`config.mk`:
```
export PLATFORM = sky130hd
export DESIGN_NAME = shader_program_loader
export DESIGN_NICKNAME = d
export VERILOG_FILES = /design/src/rtl/shader_pkg.sv /design/src/rtl/loader_checksum.sv /design/src/rtl/shader_program_loader.sv
export SDC_FILE = /design/constraint.sdc
export NUM_CORES = 1
export LEC_CHECK = 0
export CAP_MARGIN = 20
export CORE_MARGIN = 5
export CORE_UTILIZATION = 30
export DETAILED_ROUTE_END_ITERATION = 6
export PLACE_DENSITY = 0.53
export SLEW_MARGIN = 20
export SYNTH_ARGS = -nofsm -noshare
export SYNTH_HDL_FRONTEND = slang
export SYNTH_SLANG_ARGS = --single-unit
```
`constraint.sdc`:
```
create_clock -name clk -period 8.1 [get_ports clk]
set_input_delay 1.62 -clock clk [delete_from_list [all_inputs] [get_ports clk]]
set_output_delay 1.62 -clock clk [all_outputs]
set_load 0.005 [all_outputs]
```
`src/rtl/shader_pkg.sv`:
```
`default_nettype none
// ============================================================================
//  Module   : shader_pkg
//  Brief    : Shared types and constants for the shader program loader
//             (loader FSM states, error codes, default widths).
//  Revision : 1.0  initial release
// ============================================================================
package shader_pkg;

    // Widths shared with shader_pipeline
    localparam int unsigned SHADER_ADDR_WIDTH  = 8;
    localparam int unsigned SHADER_INSTR_WIDTH = 32;

    typedef enum logic [1:0] {
        IDLE    = 2'd0,
        LOAD    = 2'd1,
        CHECK   = 2'd2,
        RELEASE = 2'd3
    } loader_state_t;

    // Result of the most recent load attempt
    localparam logic [1:0] ERR_OK      = 2'd0;
    localparam logic [1:0] ERR_BAD_LEN = 2'd1;
    localparam logic [1:0] ERR_CSUM    = 2'd2;
    localparam logic [1:0] ERR_ABORT   = 2'd3;

endpackage
`default_nettype wire

```
`src/rtl/loader_checksum.sv`:
```
`default_nettype none
// ============================================================================
//  Module   : loader_checksum
//  Brief    : Running modular (wrap-around) sum of accepted program words.
//             clear has priority over enable.
//  Revision : 1.0  initial release
// ============================================================================
module loader_checksum
    import shader_pkg::*;
#(
    parameter int unsigned WIDTH = SHADER_INSTR_WIDTH
) (
    input  logic             clk,
    input  logic             rst,
    input  logic             clear,
    input  logic             enable,
    input  logic [WIDTH-1:0] data,
    output logic [WIDTH-1:0] sum
);

    logic [WIDTH-1:0] r_sum;

    // Accumulate each accepted word; carries out of the top bit are dropped
    always_ff @(posedge clk) begin
        if (rst) begin
            r_sum <= '0;
        end else if (clear) begin
            r_sum <= '0;
        end else if (enable) begin
            r_sum <= r_sum + data;
        end
    end

    assign sum = r_sum;

endmodule
`default_nettype wire

```
`src/rtl/shader_program_loader.sv`:
```
`default_nettype none
// ============================================================================
//  Module   : shader_program_loader
//  Brief    : Streams a program into shader imem at a base address, verifies
//             its additive checksum, then releases the pipeline from hold and
//             pulses core_start with start_pc = base.
//  Revision : 1.0  initial release
// ============================================================================
module shader_program_loader
    import shader_pkg::*;
#(
    parameter int unsigned ADDR_WIDTH  = SHADER_ADDR_WIDTH,
    parameter int unsigned INSTR_WIDTH = SHADER_INSTR_WIDTH
) (
    input  logic                   clk,
    input  logic                   rst,
    input  logic                   load_start,
    input  logic [ADDR_WIDTH-1:0]  load_base,
    input  logic [ADDR_WIDTH:0]    load_len,
    input  logic [INSTR_WIDTH-1:0] load_csum,
    input  logic                   load_abort,
    input  logic [INSTR_WIDTH-1:0] s_data,
    input  logic                   s_valid,
    output logic                   s_ready,
    output logic                   imem_we,
    output logic [ADDR_WIDTH-1:0]  imem_addr,
    output logic [INSTR_WIDTH-1:0] imem_wdata,
    output logic                   core_hold,
    output logic                   core_start,
    output logic [ADDR_WIDTH-1:0]  start_pc,
    output logic                   busy,
    output logic                   done,
    output logic [1:0]             err_code
);

    // One past the last imem address; a load may end exactly here
    localparam logic [ADDR_WIDTH+1:0] c_depth = {2'b01, {ADDR_WIDTH{1'b0}}};

    loader_state_t r_state;
    loader_state_t w_state_nxt;

    logic [ADDR_WIDTH-1:0]  r_base;
    logic [ADDR_WIDTH:0]    r_len;
    logic [ADDR_WIDTH:0]    r_cnt;
    logic [INSTR_WIDTH-1:0] r_csum;
    logic [INSTR_WIDTH-1:0] w_sum;

    logic                   r_imem_we;
    logic [ADDR_WIDTH-1:0]  r_imem_addr;
    logic [INSTR_WIDTH-1:0] r_imem_wdata;

    logic                   r_core_hold,  w_core_hold_nxt;
    logic                   r_core_start, w_core_start_nxt;
    logic [ADDR_WIDTH-1:0]  r_start_pc,   w_start_pc_nxt;
    logic                   r_done,       w_done_nxt;
    logic [1:0]             r_err,        w_err_nxt;

    logic                   w_ready;
    logic                   w_latch;
    logic                   w_xfer;
    logic [ADDR_WIDTH+1:0]  w_load_end;
    logic                   w_bad_len;

    // Reject empty programs and any program that would run past the top of imem
    assign w_load_end = {2'b00, load_base} + {1'b0, load_len};
    assign w_bad_len  = (load_len == '0) || (w_load_end > c_depth);

    // A word coinciding with abort is neither written nor summed
    assign w_xfer = s_valid & w_ready & ~load_abort;

    // State register
    always_ff @(posedge clk) begin
        if (rst) begin
            r_state <= IDLE;
        end else begin
            r_state <= w_state_nxt;
        end
    end

    // Next-state decode and next values of the registered status outputs
    always_comb begin
        w_state_nxt      = r_state;
        w_core_hold_nxt  = r_core_hold;
        w_core_start_nxt = 1'b0;
        w_start_pc_nxt   = r_start_pc;
        w_done_nxt       = 1'b0;
        w_err_nxt        = r_err;
        w_ready          = 1'b0;
        w_latch          = 1'b0;
        case (r_state)
            IDLE: begin
                if (load_start) begin
                    w_latch = 1'b1;
                    if (w_bad_len) begin
                        w_done_nxt = 1'b1;
                        w_err_nxt  = ERR_BAD_LEN;
                    end else begin
                        w_err_nxt       = ERR_OK;
                        w_core_hold_nxt = 1'b1;
                        w_state_nxt     = LOAD;
                    end
                end
            end
            LOAD: begin
                w_ready = (r_cnt < r_len);
                if (load_abort) begin
                    w_state_nxt     = IDLE;
                    w_done_nxt      = 1'b1;
                    w_err_nxt       = ERR_ABORT;
                    w_core_hold_nxt = 1'b1;
                end else if (r_cnt == r_len) begin
                    // Last word is being written this cycle
                    w_state_nxt = CHECK;
                end
            end
            CHECK: begin
                if (load_abort) begin
                    w_state_nxt     = IDLE;
                    w_done_nxt      = 1'b1;
                    w_err_nxt       = ERR_ABORT;
                    w_core_hold_nxt = 1'b1;
                end else if (w_sum == r_csum) begin
                    w_state_nxt      = RELEASE;
                    w_done_nxt       = 1'b1;
                    w_err_nxt        = ERR_OK;
                    w_core_hold_nxt  = 1'b0;
                    w_core_start_nxt = 1'b1;
                    w_start_pc_nxt   = r_base;
                end else begin
                    w_state_nxt = IDLE;
                    w_done_nxt  = 1'b1;
                    w_err_nxt   = ERR_CSUM;
                end
            end
            RELEASE: begin
                w_state_nxt = IDLE;
            end
            default: begin
                w_state_nxt = IDLE;
            end
        endcase
    end

    // Registered status outputs; pipeline stays held out of reset
    always_ff @(posedge clk) begin
        if (rst) begin
            r_core_hold  <= 1'b1;
            r_core_start <= 1'b0;
            r_start_pc   <= '0;
            r_done       <= 1'b0;
            r_err        <= ERR_OK;
        end else begin
            r_core_hold  <= w_core_hold_nxt;
            r_core_start <= w_core_start_nxt;
            r_start_pc   <= w_start_pc_nxt;
            r_done       <= w_done_nxt;
            r_err        <= w_err_nxt;
        end
    end

    // Load parameters, word counter and the one-cycle imem write stage
    always_ff @(posedge clk) begin
        if (rst) begin
            r_base       <= '0;
            r_len        <= '0;
            r_csum       <= '0;
            r_cnt        <= '0;
            r_imem_we    <= 1'b0;
            r_imem_addr  <= '0;
            r_imem_wdata <= '0;
        end else begin
            r_imem_we <= w_xfer;
            if (w_latch) begin
                r_base <= load_base;
                r_len  <= load_len;
                r_csum <= load_csum;
                r_cnt  <= '0;
            end else if (w_xfer) begin
                r_cnt <= r_cnt + 1'b1;
            end
            if (w_xfer) begin
                r_imem_addr  <= r_base + r_cnt[ADDR_WIDTH-1:0];
                r_imem_wdata <= s_data;
            end
        end
    end

    loader_checksum #(
        .WIDTH (INSTR_WIDTH)
    ) u_checksum (
        .clk    (clk),
        .rst    (rst),
        .clear  (w_latch),
        .enable (w_xfer),
        .data   (s_data),
        .sum    (w_sum)
    );

    assign s_ready    = w_ready;
    assign imem_we    = r_imem_we;
    assign imem_addr  = r_imem_addr;
    assign imem_wdata = r_imem_wdata;
    assign core_hold  = r_core_hold;
    assign core_start = r_core_start;
    assign start_pc   = r_start_pc;
    assign busy       = (r_state != IDLE);
    assign done       = r_done;
    assign err_code   = r_err;

endmodule
`default_nettype wire

```
==> results of run 1 <==
## cells by family after synthesis
kind of cell    Yosys count  share of synthesized area (%)
mux                      10                           1.29
flops                   146                           37.1
simple gates            384                           21.0
compound gates          256                           19.2
buf+inv                  76                           3.62
fa+ha+maj                64                           10.5
xor+xnor                 66                           7.34
## worst max-delay path by stage
stage | startpoint | end | cells past startpoint
floorplan | load_base[1] | r_state[0]$_SDFFE_PP0P_ | 10
global placement | s_data[0] | u_checksum.sum[30]$_SDFFE_PP0P_ | 13
detailed placement | s_data[0] | u_checksum.sum[30]$_SDFFE_PP0P_ | 13
CTS | r_len[4]$_SDFFE_PP0P_ | s_ready | 9
global route | r_cnt[1]$_SDFFE_PP0P_ | s_ready | 8
finish | r_cnt[1]$_SDFFE_PP0P_ | s_ready | 8
## metal layers
layer | part of all wire, % | global-route usage [%] | vias to the layer above
met1 | 49 | 20.3 | 3242
met5 | 0.17 | 0 | -
met4 | 1.7 | 4.78 | 4
met3 | 5.1 | 3.20 | 31
met2 | 44 | 24.3 | 133
li1 | - | - | 3680
## cell type report
type / instances / share of cell area [%]
clock inverter: 12 / 1.27
timing repair buffer: 146 / 14.2
inverter: 33 / 1.22
tap: 335 / 4.11
clock buffer: 19 / 4.45
multi-input combinational: 780 / 46.1
sequential: 146 / 28.7
## layout by cell type (no fill, tap or decap), types with 9 or more instances in the layout
master,count
clkbuf_16,17
xor2_1,45
nand2_1,227
xnor2_1,21
a21o_1,16
a211oi_1,10
nor2b_1,11
o21ai_0,28
nor4_1,13
o21a_1,10
ha_1,61
mux2i_1,9
a21oi_1,153
clkdlybuf4s50_1,140
inv_1,33
nor2_1,67
nand3_1,12
nor3_1,12
dfxtp_1,146
## state kept, by name, summed over array words and instances, names as in the netlist
name            cells
core_start          1
r_base              8
r_state             2
u_checksum.sum     32
imem_addr           8
err_code            2
imem_we             1
imem_wdata         32
core_hold           1
start_pc            8
r_csum             32
done                1
r_cnt               9
r_len               9
## report_power, final
group / switching [mW] / internal (mW) / leakage (nW)
clock network: 0.328 / 0.469 / 0.282
registers: 0.0271 / 0.756 / 1.19
logic: 0.192 / 0.147 / 2.63
## worst reg2reg max path: cells and delay by family, from the launching register on
kind	cells	cell delay [ps]
AOI/OAI and AO/OA	4	910
and+or+nand+nor	4	940
buffers and inverters	1	580
adders and majority gates	1	320
DFF	1	520
muxes	1	210
## through the flow
step / utilization [%] / cells / setup slack, ps
detailed placement: 37.0 / 1440 / 3180
global placement: 37.0 / 1440 / 3270
floorplan: - / 1002 / 4110
CTS: 39.2 / 1471 / 3580
finish: 39.2 / 1471 / 3630
global route: 39.2 / 1471 / 3380
==> key figures, run 1 <==
Run status
  • Outcome: finished clean

Synth
  • Commonest register cell after synthesis: dfxtp_1
  • Ys async rst share: 0%
  • Synth unique cells: 60
  • Top-area cell type share of the netlist area: 37.1%
  • Synth Instances: 1002
  • Mapped Nets: 1152
  • Most common library cells after synthesis: 228 x nand2_1, 153 x a21oi_1, 146 x dfxtp_1
  • Count leader, synth: nand2_1
  • Synth Warn #: 0
  • Post-synthesis sequential area ratio: 37.1%
  • Top cell type by total area after synthesis: dfxtp_1
  • Seq cells post-synth: 146
  • EDFF count, synth: 0
  • Area contributors post-synth: dfxtp_1 37%, nand2_1 11%, a21oi_1 9.7%, ha_1 9.7%, xor2_1 5.0%
  • Mapped cell area: 7870 um^2
  • Syn_area_per_cell: 7.86 um^2

STA
  • Setup tns final: 0 ps
  • Fin Hold WS: 453 ps
  • Layout Skew: 13.3 ps
  • Fin. Hold Viols: 0
  • Fmax: 224 MHz
  • Setup violation total in the final timing report: 0
  • Slew Limit Fails: 0
  • Measured slew at the worst slew-check pin: 973 ps
  • Slew HR: 35.1%
  • Tcrit/Tclk final: 55.2%
  • RSZ-0062 raised after global routing: false
  • Tmin final: 4470 ps

Flow run
  • Maxcap violations: 0

Setup path
  • Crit path top cell by count: o21ai_0
  • Worst endpoint required time: 6480 ps
  • CP max stage cell: dfxtp_1
  • Slowest cell delay on critical path: 520 ps
  • Bufs and invs on worst path: 1
  • Max FO, Critical Path: 7
  • CP Data Arrival Time: 2850 ps
  • FF-to-FF Start: r_cnt[1]$_SDFFE_PP0P_
  • Worst setup path category: flop to output port
  • Top delay family on crit path: compound AO/OA/AOI/OAI gates
  • Reg2reg setup slack: 4570 ps
  • Setup crit end kind: output port
  • CP cell instances: ha_1 > nor2b_1 > o21ai_0 > nand2b_1 > a21oi_1 > o21ai_0 > nor2_1 > clkdlybuf4s50_1
  • Crit path launch type: flop
  • FF-to-FF End: u_checksum.sum[31]$_SDFFE_PP0P_
  • FF-to-FF path depth: 11

Die
  • Starting density of the core: 30.3%
  • Die Wd: 172 um
  • Core area: 26000 um^2
  • Top Ports: 142
  • Die height: 172 um
  • Cell Rows: 59
  • Die area: 29600 um^2

Finish
  • Inserted Diodes: 0
  • Syn-to-layout area delta: 29.4%
  • Layout cell share with drive strength beyond 1: 4.05%
  • Fin area: 10200 um^2
  • Register area: 2920 um^2
  • Multi-input gate area: 4690 um^2
  • NumNets Final: 1274
  • Fillers: 2729

Power
  • Leakage power: 4.10 nW
  • Design Power: 1.92 mW
  • PwrDens: 188 nW/um^2
  • Maximum VDD drop: 0.000105 V

Drt
  • Iter 0 DRT Violations: 329
  • DR WL/cell: 15.3 um
  • First-pass DRT Iterations: 4
  • Routed wire length: 22600 um
  • DRC: 0
  • Via count: 7090
  • Vias per inst: 4.82
  • Antenna Nets Post-Route: 0

Clock network
  • CTS Buf Count: 17
  • Setup bufs post-CTS: 0
  • Clock sink count: 146
  • H-tree depth: 4
  • Gates resized, CTS repair: 0
  • Root Buffer: clkbuf_16
  • CTS tree: built
  • Hold buffers post-CTS: 0
  • Clk buf depth: 2
  • Skew-Pair Late Insertion Delay: 430 ps
  • Clk pin slew, worst setup/hold paths: 60 ps

Global routing
  • Pin count of the biggest net entering global routing: 85
  • First-pass GRT wire length: 35400 um
  • Grt ovf: 0
  • Initial antenna violation count: 2
  • GRT Overall Usage: 15.1%
  • Vias in the first global route: 6792

Place
  • RePlAce Congestion: 0.809
  • # port buffers: 141
  • Post-DP Area: 9600 um^2
  • Hpwl dp: 16100 um

Min path
  • HP Class: flop to flop
  • Hold path cells: 2
  • Hold endpoint: r_len[8]$_SDFFE_PP0P_
  • Worst Hold Launch: r_len[8]$_SDFFE_PP0P_
(Power assumes the default switching activity.)
==> run 2, diff against run 1 <==
- PLACE_DENSITY: 0.53 -> 0.54
- clock period: 8.1 -> 3.8 ns (I/O delays scaled with it)
==> run 2 against run 1 <==
Against the previous run:
- worst hold slack lost 1.5 ps
- register-to-register slack worse by 3700 ps
- global-route usage hardly changed
- die area unchanged
- utilization increased by 0.51 points
- non-clock buffer count grew 13
- via count decreased by 0.24%
- largest power group unchanged
- largest cell class unchanged
- routed wire length is the same
- worst setup slack worse by 3400 ps
- clock-buffer cell count down 2
==> key figures, run 2 (synthesis gave the netlist of run 1 again) <==
Setup path
  • Setup crit end kind: output port (unchanged)
  • Worst setup path category: flop to output port (unchanged)
  • FF-to-FF Start: u_checksum.sum[0]$_SDFFE_PP0P_ (was r_cnt[1]$_SDFFE_PP0P_)
  • CP Data Arrival Time: 2850 ps (about the same)
  • Crit path launch type: flop (unchanged)
  • Crit path launch: r_len[4]$_SDFFE_PP0P_ (was r_cnt[1]$_SDFFE_PP0P_)
  • Max FO, Critical Path: 2 (was 7)
  • Worst endpoint required time: 3040 ps (was 6480 ps)

Power
  • Share of total power in sequential cells: 40.0% (was 40.8%)
  • Power Internal: 2.98 mW (was 1.37 mW)
  • PwrDens: 404 nW/um^2 (was 188 nW/um^2)
  • Leakage power: 4.18 nW (was 4.10 nW)
  • Comb power frac: 17.8% (was 17.7%)
  • Sw Share: 28.4% (was 28.5%)
  • Clock share of power: 42.2% (was 41.5%)
  • Design Power: 4.16 mW (was 1.92 mW)
  • Maximum VDD drop: 0.000213 V (was 0.000105 V)
  • Psw: 1.18 mW (was 0.547 mW)

Finish
  • Syn-to-layout area delta: 31.1% (was 29.4%)
  • NumNets Final: 1287 (was 1274)
  • Most frequent cells in the layout: 228 x nand2_1, 153 x a21oi_1, 146 x dfxtp_1, 140 x clkdlybuf4s50_1, 67 x nor2_1 (was 227 x nand2_1, 153 x a21oi_1, 146 x dfxtp_1, 140 x clkdlybuf4s50_1, 67 x nor2_1)
  • Inserted Diodes: 0 (unchanged)
  • Layout cell share with drive strength beyond 1: 5.13% (was 4.05%)
  • Commonest non-fill, non-tap cell in the layout: nand2_1 (unchanged)
  • Fin area: 10300 um^2 (was 10200 um^2)

Die
  • Starting density of the core: 30.3% (unchanged)
  • Cell Rows: 59 (unchanged)
  • Die area: 29600 um^2 (unchanged)
  • Core area: 26000 um^2 (unchanged)
  • Die Wd: 172 um (unchanged)
  • Die height: 172 um (unchanged)
  • Top Ports: 142 (unchanged)

STA
  • Fin Hold WS: 452 ps (was 453 ps)
  • RSZ-0062 raised after global routing: false (unchanged)
  • Tcrit/Tclk final: 95.1%
  • Fin. Hold Viols: 0 (unchanged)
  • Slew Limit Fails: 0 (unchanged)
  • Layout Skew: 11.8 ps (was 13.3 ps)
  • Fmax: 277 MHz
  • Slew HR: 49.4% (was 35.1%)
  • Setup violation total in the final timing report: 0 (unchanged)
  • Tmin final: 3610 ps
  • Setup tns final: 0 ps (unchanged)
  • Measured slew at the worst slew-check pin: 759 ps (was 973 ps)
  • Worst setup margin: 187 ps (was 3630 ps)

Run status
  • Outcome: finished clean (unchanged)

Drt
  • Routed wire length: 22600 um (unchanged)
  • Antenna Nets Post-Route: 0 (unchanged)
  • Iter 0 DRT Violations: 269 (was 329)
  • Via count: 7073 (was 7090)
  • Vias per inst: 4.76 (was 4.82)
  • First-pass DRT Iterations: 4 (unchanged)
  • DR WL/cell: 15.2 um (was 15.3 um)
  • DRC: 0 (unchanged)

Clock network
  • Hold buffers post-CTS: 0 (unchanged)
  • Clock sink count: 146 (unchanged)
  • Clk pin slew, worst setup/hold paths: 70 ps (was 60 ps)
  • CTS Buf Count: 17 (unchanged)
  • H-tree depth: 4 (unchanged)
  • Root Buffer: clkbuf_16 (unchanged)
  • Setup bufs post-CTS: 0 (unchanged)
  • Gates resized, CTS repair: 0 (unchanged)
  • CTS tree: built (unchanged)
  • Skew-Pair Late Insertion Delay: 420 ps (was 430 ps)
  • Clk buf depth: 2 (unchanged)

Place
  • RePlAce Congestion: 0.866 (was 0.809)
  • Hpwl dp: 16500 um (was 16100 um)
  • # port buffers: 141 (unchanged)
  • Pre-CTS WS: -8.63 ps (was 3180 ps)
  • Post-DP Area: 9710 um^2 (was 9600 um^2)

Global routing
  • First-pass GRT wire length: 35700 um (was 35400 um)
  • GRT Overall Usage: 15.1% (about the same)
  • Initial antenna violation count: 2 (unchanged)
  • Vias in the first global route: 6759 (was 6792)
  • Grt ovf: 0 (unchanged)
  • Pin count of the biggest net entering global routing: 69 (was 85)

Min path
  • Worst Hold Launch: imem_wdata[21]$_SDFFE_PP0P_ (was r_len[8]$_SDFFE_PP0P_)
  • HP Class: flop to flop (unchanged)

Flow run
  • Maxcap violations: 0 (unchanged)
run 2: cell types whose count changed in the layout (fill, tap and decap cells not counted), sizes merged:
cell / previous run / this run
buf: 6 / 19
clkbuf: 19 / 17
inv: 36 / 38
bufinv: 2 / 3
run 2: metrics by stage:
stage | cells | util, %
final | 1485 | 39.7
after global routing | 1485 | 39.7
after CTS | 1485 | 39.7
after detailed placement | 1453 | 37.4
after global placement | 1453 | 37.4
after floorplan | 1002 | -
run 2: metal layers:
layer  part of all wire, %  global-route usage, %  vias up
li1                      -                      -     3708
met1                    48                   20.7     3223
met2                    46                   24.0      118
met3                   5.0                   3.73       20
met4                   1.1                   4.00        4
met5                  0.11                      0        -
run 2: area by class of cell:
cell class	count	area, um^2
timing repair buffer	159	1560
clock inverter	15	180
multi-input combinational	780	4690
tap	335	419
sequential	146	2920
inverter	33	124
clock buffer	17	425
fill	2728	15700
run 2: critical path, stage by stage (launching register included):
cell and delay, ps:
dfxtp_1 330, inv_1 40, ha_1 300, a21o_1 180
a21o_1 170, a21o_1 170, a21oi_1 280, o21ai_0 240
nor2_1 190, clkdlybuf4s50_1 530
run 2: final timing paths:
path,endpoint,slack [ps],cells after the start
max reg2reg,u_checksum.sum[30]$_SDFFE_PP0P_,900,13
max,s_ready,190,9
min,imem_wdata[21]$_SDFFE_PP0P_,450,2
min reg2reg,imem_wdata[21]$_SDFFE_PP0P_,450,2
run 2: power by group through the flow:
stage                     registers [mW]  logic [mW]  clock network, mW
after floorplan                     1.69       0.437                  0
after global placement              1.70       0.747                  0
after detailed placement            1.70       0.748                  0
after CTS                           1.67       0.753               1.81
after global routing                1.68       0.829               1.87
final                               1.67       0.740               1.76
